**src/rtl/phy_wifi_fifo_pkg.sv**
```systemverilog
// Shared definitions for the phy_wifi asynchronous FIFO: default sizes,
// output-buffer state encoding and Gray/binary pointer conversion.
package phy_wifi_fifo_pkg;

  localparam int ADDR_FIFO_DEF = 4;
  localparam int DATA_W_DEF    = 8;

  // The encoding equals the buffer occupancy, so the state doubles as occ.
  typedef enum logic [1:0] {
    S_ZERO = 2'd0,
    S_ONE  = 2'd1,
    S_TWO  = 2'd2
  } ob_state_e;

  // Callers zero-extend narrower pointers and cast back; the leading zeros
  // leave the conversion unchanged for any width up to 32.
  function automatic logic [31:0] bin2gray(input logic [31:0] b);
    return b ^ (b >> 1);
  endfunction

  function automatic logic [31:0] gray2bin(input logic [31:0] g);
    logic [31:0] b;
    b[31] = g[31];
    for (int i = 30; i >= 0; i--) begin
      b[i] = b[i+1] ^ g[i];
    end
    return b;
  endfunction

endpackage

```
**src/rtl/fifo_out_skid.sv**
```systemverilog
// Two-entry output buffer: captures registered RAM data and presents it on a
// valid/ready stream. The head is held stable until it is accepted.
module fifo_out_skid
  import phy_wifi_fifo_pkg::*;
#(
  parameter int DATA_W = DATA_W_DEF
) (
  input  logic              clk_i,
  input  logic              rst_i,
  input  logic              push_i,
  input  logic [DATA_W-1:0] data_i,
  input  logic              ready_i,
  output logic              valid_o,
  output logic [DATA_W-1:0] data_o,
  output logic [1:0]        occ_o
);

  ob_state_e         state_q, state_d;
  logic [DATA_W-1:0] head_q, tail_q;
  logic              pop;

  assign valid_o = (state_q != S_ZERO);
  assign pop     = valid_o & ready_i;
  assign data_o  = head_q;
  assign occ_o   = state_q;

  always_ff @(posedge clk_i or posedge rst_i) begin
    if (rst_i) state_q <= S_ZERO;
    else       state_q <= state_d;
  end

  always_comb begin
    state_d = state_q;
    unique case (state_q)
      S_ZERO:  if (push_i) state_d = S_ONE;
      S_ONE: begin
        if (push_i && !pop)      state_d = S_TWO;
        else if (!push_i && pop) state_d = S_ZERO;
      end
      S_TWO:   if (pop && !push_i) state_d = S_ONE;
      default: state_d = S_ZERO;
    endcase
  end

  // Word storage carries no reset; the state alone decides what is valid.
  always_ff @(posedge clk_i) begin
    unique case (state_q)
      S_ZERO: if (push_i) head_q <= data_i;
      S_ONE: begin
        if (push_i && pop) head_q <= data_i;
        else if (push_i)   tail_q <= data_i;
      end
      S_TWO: begin
        if (pop) begin
          head_q <= tail_q;
          if (push_i) tail_q <= data_i;
        end
      end
      default: ;
    endcase
  end

endmodule

```
**src/rtl/fifo_rd_ctrl.sv**
```systemverilog
// Read-side controller of the phy_wifi async FIFO: owns the read pointer,
// empty/level flags and RAM read strobe, and streams words out via a skid.
module fifo_rd_ctrl
  import phy_wifi_fifo_pkg::*;
#(
  parameter int ADDR_FIFO = ADDR_FIFO_DEF,
  parameter int DATA_W    = DATA_W_DEF,
  parameter int AE_TH     = 2
) (
  input  logic                 R_CLK,
  input  logic                 R_rst,
  input  logic [ADDR_FIFO:0]   Rq2_wptr,
  output logic [ADDR_FIFO:0]   R_ptr,
  output logic                 R_en,
  output logic [ADDR_FIFO-1:0] R_addr,
  input  logic [DATA_W-1:0]    mem_rdata,
  output logic [DATA_W-1:0]    m_data,
  output logic                 m_valid,
  input  logic                 m_ready,
  output logic                 R_empty,
  output logic [ADDR_FIFO:0]   R_level,
  output logic                 R_almost_empty
);

  localparam int PW = ADDR_FIFO + 1;

  logic [PW-1:0] rbin_q, rbin_d, rgray_d, wbin, lvl_d;
  logic [PW-1:0] rptr_q, level_q;
  logic          empty_q, ae_q, inflight_q;
  logic [1:0]    occ;
  logic          pop;
  logic [2:0]    committed, budget;

  assign wbin = PW'(gray2bin(32'(Rq2_wptr)));
  assign pop  = m_valid & m_ready;

  // A read may issue only if its word will find a free buffer slot, counting
  // the slot freed by this cycle's pop; empty_q holds R_en low during reset.
  assign committed = {1'b0, occ} + {2'b00, inflight_q};
  assign budget    = 3'd2 + {2'b00, pop};
  assign R_en      = !empty_q && (committed < budget);

  assign rbin_d  = rbin_q + PW'(R_en);
  assign rgray_d = PW'(bin2gray(32'(rbin_d)));
  assign lvl_d   = wbin - rbin_d;

  always_ff @(posedge R_CLK or posedge R_rst) begin
    if (R_rst) begin
      rbin_q     <= '0;
      rptr_q     <= '0;
      empty_q    <= 1'b1;
      level_q    <= '0;
      ae_q       <= 1'b1;
      inflight_q <= 1'b0;
    end else begin
      rbin_q     <= rbin_d;
      rptr_q     <= rgray_d;
      empty_q    <= (rgray_d == Rq2_wptr);
      level_q    <= lvl_d;
      ae_q       <= (lvl_d <= PW'(AE_TH));
      inflight_q <= R_en;
    end
  end

  assign R_ptr          = rptr_q;
  assign R_addr         = rbin_q[ADDR_FIFO-1:0];
  assign R_empty        = empty_q;
  assign R_level        = level_q;
  assign R_almost_empty = ae_q;

  fifo_out_skid #(.DATA_W(DATA_W)) u_skid (
    .clk_i   (R_CLK),
    .rst_i   (R_rst),
    .push_i  (inflight_q),
    .data_i  (mem_rdata),
    .ready_i (m_ready),
    .valid_o (m_valid),
    .data_o  (m_data),
    .occ_o   (occ)
  );

  a_no_overflow: assert property (@(posedge R_CLK) disable iff (R_rst) committed <= 3'd2);

endmodule

```
**config.mk**
```make
export PLATFORM = sky130hd
export DESIGN_NAME = fifo_rd_ctrl
export DESIGN_NICKNAME = d
export VERILOG_FILES = /design/src/rtl/phy_wifi_fifo_pkg.sv /design/src/rtl/fifo_out_skid.sv /design/src/rtl/fifo_rd_ctrl.sv
export SDC_FILE = /design/constraint.sdc
export NUM_CORES = 1
export LEC_CHECK = 0
export CORE_ASPECT_RATIO = 1.25
export CORE_MARGIN = 8
export CORE_UTILIZATION = 40
export DETAILED_ROUTE_END_ITERATION = 8
export GPL_TIMING_DRIVEN = 0
export PLACE_DENSITY_LB_ADDON = 0.25
export RECOVER_POWER = 50
export SYNTH_ARGS = -nofsm -noshare
export SYNTH_HDL_FRONTEND = slang
export SYNTH_SLANG_ARGS = --single-unit
```
**constraint.sdc**
```tcl
create_clock -name R_CLK -period 3.9 [get_ports R_CLK]
set_input_delay 0.39 -clock R_CLK [delete_from_list [all_inputs] [get_ports R_CLK]]
set_output_delay 0.39 -clock R_CLK [all_outputs]
set_load 0.02 [all_outputs]
```
==> results of run 1 <==
-- routing by layer --
metal  vias to the layer above  wire length, um
li1                        508                -
met1                       521             1160
met2                        30             1600
met3                         6              241
met4                         0               45
met5                         -                0
-- worst register-to-register path: cells and delay by family (launching register included) --
kind	cells	cell delay, ns
buffers and inverters	1	0.20
flip-flops	1	0.46
AND/OR/NAND/NOR	2	0.58
XOR/XNOR	2	0.36
adder cells (fa/ha/maj)	4	0.99
AO/OA/AOI/OAI	3	0.91
-- metrics by stage --
step | worst slack, ns | area (um2)
3_5_place_dp | 0.175 | 2100
3_3_place_gp | 0.265 | 2100
6_report | 0.297 | 2190
4_1_cts | 0.156 | 2180
5_1_grt | 0.0877 | 2190
2_1_floorplan | 0.0464 | 1630
-- final timing paths --
kind                               endpoint        startpoint  depth (start not counted)  slack (ns)
hold reg to reg            u_skid.data_o[1]  u_skid.tail_q[1]                          1        0.55
min in group asynchronous         rbin_q[1]             R_rst                          2        0.67
max in group asynchronous          R_ptr[0]             R_rst                          2        2.77
setup reg to reg             R_almost_empty   u_skid.occ_o[0]                         12        0.30
hold / removal                   inflight_q           m_ready                          3        0.54
setup / recovery             R_almost_empty   u_skid.occ_o[0]                         12        0.30
-- placed cells by master (no fill, tap or decap), drive strengths merged, types with 5 or more instances in the layout --
cell type / instances
clkbuf: 10
clkdlybuf4s50: 21
dfrtp: 17
dlygate4sd3: 19
edfxtp: 16
ha: 8
inv: 9
mux2: 8
nor2: 5
xnor2: 9
xor2: 12
-- registers in the layout, summed over array words and instances (netlist names) --
name            cells
R_empty             1
R_level             5
R_ptr               4
inflight_q          1
u_skid.occ_o        2
R_almost_empty      1
u_skid.tail_q       8
u_skid.data_o       8
rbin_q              5
-- cell families after synthesis --
kind of cell,synth area share [%]
flip-flops,58.8
AND/OR/NAND/NOR,7.30
XOR/XNOR,14.1
buffers and inverters,2.76
AO/OA/AOI/OAI,4.76
adder cells (fa/ha/maj),6.76
multiplexers,5.53
-- what timing repair did --
item,CTS,global route
gates resized for setup,0,1
hold buffers,0,0
endpoints found under the setup margin,0,1
-- cell type report --
cell class	count	area, um2	area share (%)
inverters	9	33.8	1.55
plain buffers	3	11.3	0.515
clock buffers	7	76.3	3.49
multi-input cells	73	631	28.8
clock inverters	1	5.00	0.229
flip-flops and latches	35	958	43.8
well taps	56	70.1	3.21
repair buffers	40	400	18.3
==> load_flow_metrics.sql, run 1 <==
INSERT INTO impl_metrics (metric_group, metric, value, unit) VALUES
('outcome', 'run_status', 'finished, final reports clean', ''),
('die', 'placeableCoreArea', '4000', 'um2'),
('yosys', 'area_fraction_of_the_dominant_cell_type_after_synthesis', '29.5', '%'),
('worst_setup_path', 'critical_path.top_delay_family', 'adder cells', ''),
('worst_setup_path', 'critPathCaptureType', 'flip-flop', ''),
('die', 'io_pins', '42', ''),
('sta', 'hold_ws', '0.536', 'ns'),
('sta', 'max_slew_margin', '23.4', '%'),
('grt', 'grt_pass1_wl', '4.96', 'mm'),
('clock_tree', 'cts_post_setup_buffers_inserted', '0', ''),
('yosys', 'syn_avg_cell_area', '13.6', 'um2'),
('clock_tree', 'numClockSinks', '35', ''),
('sta', 'rsz0062_at_grt', 'no', ''),
('sta', 'worst_pin_slew', '1.14', 'ns'),
('clock_tree', 'cts_root_buf', 'sky130_fd_sc_hd__clkbuf_8', ''),
('grt', 'use_met1', '9.90', '%'),
('yosys', 'synth_cell_types', '32', ''),
('yosys', 'synth.top_cells.by_count', 'sky130_fd_sc_hd__dfrtp_1, sky130_fd_sc_hd__edfxtp_1, sky130_fd_sc_hd__xor2_1', ''),
('sta', 'drv_slew', '0', ''),
('placed_design', 'place_hpwl', '2.47', 'mm'),
('yosys', 'summed_instance_area_of_the_synthesized_netlist', '1630', 'um2'),
('placed_design', 'port_buffers', '40', ''),
('grt', 'largest_net_degree_at_the_start_of_global_routing', '20', ''),
('clock_tree', 'cts_max_level', '2', ''),
('run', 'maxCapViolations', '0', ''),
('die', 'dieArea', '6380', 'um2'),
('sta', 'min_period_over_period', '92.4', '%'),
('routing', 'drtIter0Drc', '18', ''),
('die', 'initial_utilization', '40.7', '%'),
('grt', 'grt_use_met2', '18.2', '%'),
('yosys', 'synth-main-ff-cell', 'sky130_fd_sc_hd__dfrtp_1', ''),
('layout', 'nFillCells', '368', ''),
('yosys', 'syn_nets', '144', ''),
('worst_setup_path', 'critical_path_peak_fanout', '9', ''),
('worst_setup_path', 'cp.required', '4.07', 'ns'),
('sta', 'final_setup_violation_count', '0', ''),
('layout', 'nets', '191', ''),
('yosys', 'synth-seq-cells', '35', ''),
('routing', 'postRouteWirelength', '3.05', 'mm'),
('sta', 'max_clock_freq', '0.278', 'GHz'),
('worst_setup_path', 'critical-path-max-stage-delay', '0.46', 'ns'),
('layout', 'antenna_cells', '0', ''),
('yosys', 'top_post_synthesis_cells_by_area', 'sky130_fd_sc_hd__edfxtp_1, sky130_fd_sc_hd__dfrtp_1, sky130_fd_sc_hd__ha_1', ''),
('sta', 'clock_skew', '0.00988', 'ns'),
('layout', 'final-instance-count-excl-fill', '224', ''),
('grt', 'grtUsageMet3', '4.72', '%'),
('yosys', 'synth.yosys.warnings', '0', ''),
('yosys', 'post_synthesis_cells', '120', ''),
('sta', 'setup_total_negative_slack', '0', 'ns'),
('placed_design', 'placed_cells_incl_taps', '216', ''),
('clock_tree', 'numCtsBuffers', '5', ''),
('clock_tree', 'tritoncts', 'yes', ''),
('yosys', 'asyncSetResetFlopFracSynth', '54.3', '%'),
('clock_tree', 'insertion_delay', '0.28', 'ns'),
('worst_setup_path', 'classification_of_the_worst_setup_path', 'reg -> reg', ''),
('yosys', 'synth.most_common_cell', 'sky130_fd_sc_hd__dfrtp_1', ''),
('worst_setup_path', 'critical_path.startpoint_type', 'flip-flop', ''),
('routing', 'detail_route.vias_per_cell', '4.75', ''),
('layout', 'syn_to_final_growth', '34.2', '%'),
('grt', 'grt.busiest_layer', 'met2', ''),
('min_path', 'min-delay-path-class', 'in -> reg', ''),
('worst_setup_path', 'cp_num_buf_inv', '1', ''),
('grt', 'globalRoute.totalOverflow', '0', ''),
('layout', 'post_route_cells_drive_above_1_share', '14.3', '%'),
('clock_tree', 'worst_setup_hold_path_clk_slew', '0.07', 'ns'),
('layout', 'fin_util', '54.6', '%'),
('worst_setup_path', 'critPathSlowestCell', 'sky130_fd_sc_hd__dfrtp_1', ''),
('worst_setup_path', 'critical_path.most_common_cell', 'sky130_fd_sc_hd__ha_1', ''),
('grt', 'antenna_found_initial', '0', ''),
('grt', 'groute.usage.overall', '10.3', '%'),
('clock_tree', 'cts-root-to-sink-buffers', '2', '');
Power of run 1 is not shown: default switching activity piles up to over one toggle a cycle in this logic, so the estimate is an artifact.
==> inputs of run 2 (changes only) <==
Settings changed: CTS_CLUSTER_SIZE set to 24.
==> results of run 2 <==
Same layout as run 1: the final DEF is identical, and so are final timing and power.
Power of run 2 is left out for the same reason.
==> inputs of run 3 (changes only) <==
Settings changed: MAX_ROUTING_LAYER set to met4, SLEW_MARGIN set to 30.
==> load_flow_metrics.sql, run 3 (synthesis results as in run 1) <==
INSERT INTO impl_metrics (metric_group, metric, value, unit) VALUES
('sta', 'drv_slew', '0', ''),
('sta', 'hold_viol', '0', ''),
('routing', 'drtIter0Drc', '23', ''),
('routing', 'dr_wl_met3', '232', 'um'),
('layout', 'syn_to_final_growth', '34.2', '%'),
('layout', 'multiInputGateArea', '631', 'um2'),
('min_path', 'worst_hold_startpoint', 'm_ready', ''),
('clock_tree', 'cts_max_level', '2', ''),
('routing', 'drt_pass1_iterations', '3', ''),
('grt', 'groute.usage.overall', '10.5', '%'),
('routing', 'top_layer_used', 'met4', ''),
('sta', 'min_period_over_period', '92.5', '%'),
('worst_setup_path', 'cp.required', '4.07', 'ns'),
('routing', 'detail_route.wl_per_cell', '13.7', 'um'),
('grt', 'grt_pass1_wl', '4.96', 'mm'),
('routing', 'postRouteAntennaNets', '0', ''),
('clock_tree', 'cts-root-to-sink-buffers', '2', ''),
('routing', 'dr_total_vias', '1049', ''),
('worst_setup_path', 'critical_path.startpoint_type', 'flip-flop', ''),
('layout', 'antenna_cells', '0', ''),
('min_path', 'worstHoldEndpoint', 'inflight_q', ''),
('routing', 'detail_route_met2_wl', '1.60', 'mm'),
('die', 'die_width', '73.1', 'um'),
('min_path', 'hold_path_depth', '3', ''),
('sta', 'final_setup_violation_count', '0', ''),
('worst_setup_path', 'reg2reg_from', 'u_skid.occ_o[0]', ''),
('min_path', 'min-delay-path-class', 'in -> reg', ''),
('worst_setup_path', 'arrival', '3.78', 'ns'),
('routing', 'detail_route.drc_violations', '0', ''),
('sta', 'setup_total_negative_slack', '0', 'ns'),
('die', 'placeableCoreArea', '4000', 'um2'),
('layout', 'final_cell_mix', 'sky130_fd_sc_hd__clkdlybuf4s50_1, sky130_fd_sc_hd__dlygate4sd3_1, sky130_fd_sc_hd__dfrtp_1', ''),
('sta', 'rsz0062_at_grt', 'no', ''),
('clock_tree', 'cts_root_buf', 'sky130_fd_sc_hd__clkbuf_8', ''),
('routing', 'wl_met1', '1.18', 'mm'),
('worst_setup_path', 'critical_path_peak_fanout', '9', ''),
('routing', 'postRouteWirelength', '3.07', 'mm'),
('layout', 'seq_cell_area', '958', 'um2'),
('routing', 'detail_route.vias_per_cell', '4.68', ''),
('grt', 'number_of_global_route_vias_before_repair', '1090', ''),
('placed_design', 'place_hpwl', '2.47', 'mm'),
('die', 'row_count', '26', ''),
('layout', 'post_route_cells_drive_above_1_share', '14.3', '%'),
('outcome', 'run_status', 'finished, final reports clean', ''),
('sta', 'max_clock_freq', '0.277', 'GHz'),
('grt', 'largest_net_degree_at_the_start_of_global_routing', '20', ''),
('die', 'io_pins', '42', ''),
('die', 'dieArea', '6380', 'um2'),
('clock_tree', 'insertion_delay', '0.28', 'ns'),
('worst_setup_path', 'classification_of_the_worst_setup_path', 'reg -> reg', ''),
('clock_tree', 'tritoncts', 'yes', ''),
('die', 'dieHeight', '87.4', 'um'),
('run', 'maxCapViolations', '0', ''),
('sta', 'max_slew_margin', '51.0', '%'),
('worst_setup_path', 'ff2ff_setup_slack', '0.29', 'ns'),
('clock_tree', 'cts_post_setup_buffers_inserted', '0', ''),
('clock_tree', 'worst_setup_hold_path_clk_slew', '0.07', 'ns'),
('layout', 'nets', '191', ''),
('sta', 'worst_pin_slew', '0.730', 'ns'),
('worst_setup_path', 'r2r_cells', '12', ''),
('clock_tree', 'numCtsBuffers', '5', ''),
('grt', 'antenna_found_initial', '0', ''),
('clock_tree', 'numClockSinks', '35', ''),
('layout', 'final_common_cell', 'sky130_fd_sc_hd__clkdlybuf4s50_1', ''),
('layout', 'nFillCells', '368', ''),
('sta', 'final_critical_period', '3.61', 'ns'),
('worst_setup_path', 'critPathCaptureType', 'flip-flop', ''),
('die', 'initial_utilization', '40.7', '%'),
('worst_setup_path', 'crit_reg_reg_endpoint', 'R_almost_empty', ''),
('placed_design', 'gp_congestion', '0.752', ''),
('sta', 'clock_skew', '0.00716', 'ns'),
('placed_design', 'port_buffers', '40', ''),
('grt', 'globalRoute.totalOverflow', '0', '');
-- run 3: cell type report --
class                   instances  area share, %
clock inverters                 1          0.229
well taps                      56           3.21
repair buffers                 40           18.3
flip-flops and latches         35           43.8
inverters                       9           1.55
multi-input cells              73           28.8
plain buffers                   3          0.515
clock buffers                   7           3.49
-- run 3: worst max-delay path, stage by stage (launching register included) --
cell,delay (ns)
sky130_fd_sc_hd__dfrtp_1,0.47
sky130_fd_sc_hd__ha_1,0.30
sky130_fd_sc_hd__nand3b_1,0.17
sky130_fd_sc_hd__a211oi_2,0.31
sky130_fd_sc_hd__ha_1,0.22
sky130_fd_sc_hd__ha_1,0.24
sky130_fd_sc_hd__clkbuf_1,0.20
sky130_fd_sc_hd__xor2_1,0.20
sky130_fd_sc_hd__ha_1,0.24
sky130_fd_sc_hd__or3_2,0.41
sky130_fd_sc_hd__o221a_2,0.26
sky130_fd_sc_hd__xor2_2,0.15
sky130_fd_sc_hd__a2111oi_2,0.34
-- run 3: worst max-delay path by stage --
stage                         start        endpoint  slack [ns]  cells after the start
global placement    u_skid.occ_o[0]  R_almost_empty        0.26                     12
global route        u_skid.occ_o[0]  R_almost_empty        0.08                     12
CTS                 u_skid.occ_o[0]  R_almost_empty        0.15                     12
finish              u_skid.occ_o[0]  R_almost_empty        0.29                     12
detailed placement  u_skid.occ_o[0]  R_almost_empty        0.17                     12
floorplan           u_skid.occ_o[0]  R_almost_empty        0.05                     12
-- run 3: repair_timing --
action | 4_1_cts | 5_1_grt
setup endpoints to repair | 0 | 1
resized for setup | 0 | 1
hold buffers | 0 | 0
-- run 3: per-stage QoR --
stage / hold slack [ns] / instance area (um2) / util, % / setup WS, ns / std cells
detailed placement: 0.544 / 2100 / 52.5 / 0.172 / 216
global placement: 0.530 / 2100 / 52.5 / 0.265 / 216
CTS: 0.537 / 2180 / 54.5 / 0.152 / 224
global route: 0.556 / 2190 / 54.6 / 0.0832 / 224
finish: 0.542 / 2190 / 54.6 / 0.291 / 224
floorplan: 0.340 / 1630 / - / 0.0464 / 120
-- run 3: layer usage --
metal  track usage (%)  up-vias
met5                 -        -
met4              4.38        0
met3              4.49        6
met2              18.2       30
met1              10.0      508
li1                  -      505
Power of run 3 is left out for the same reason.
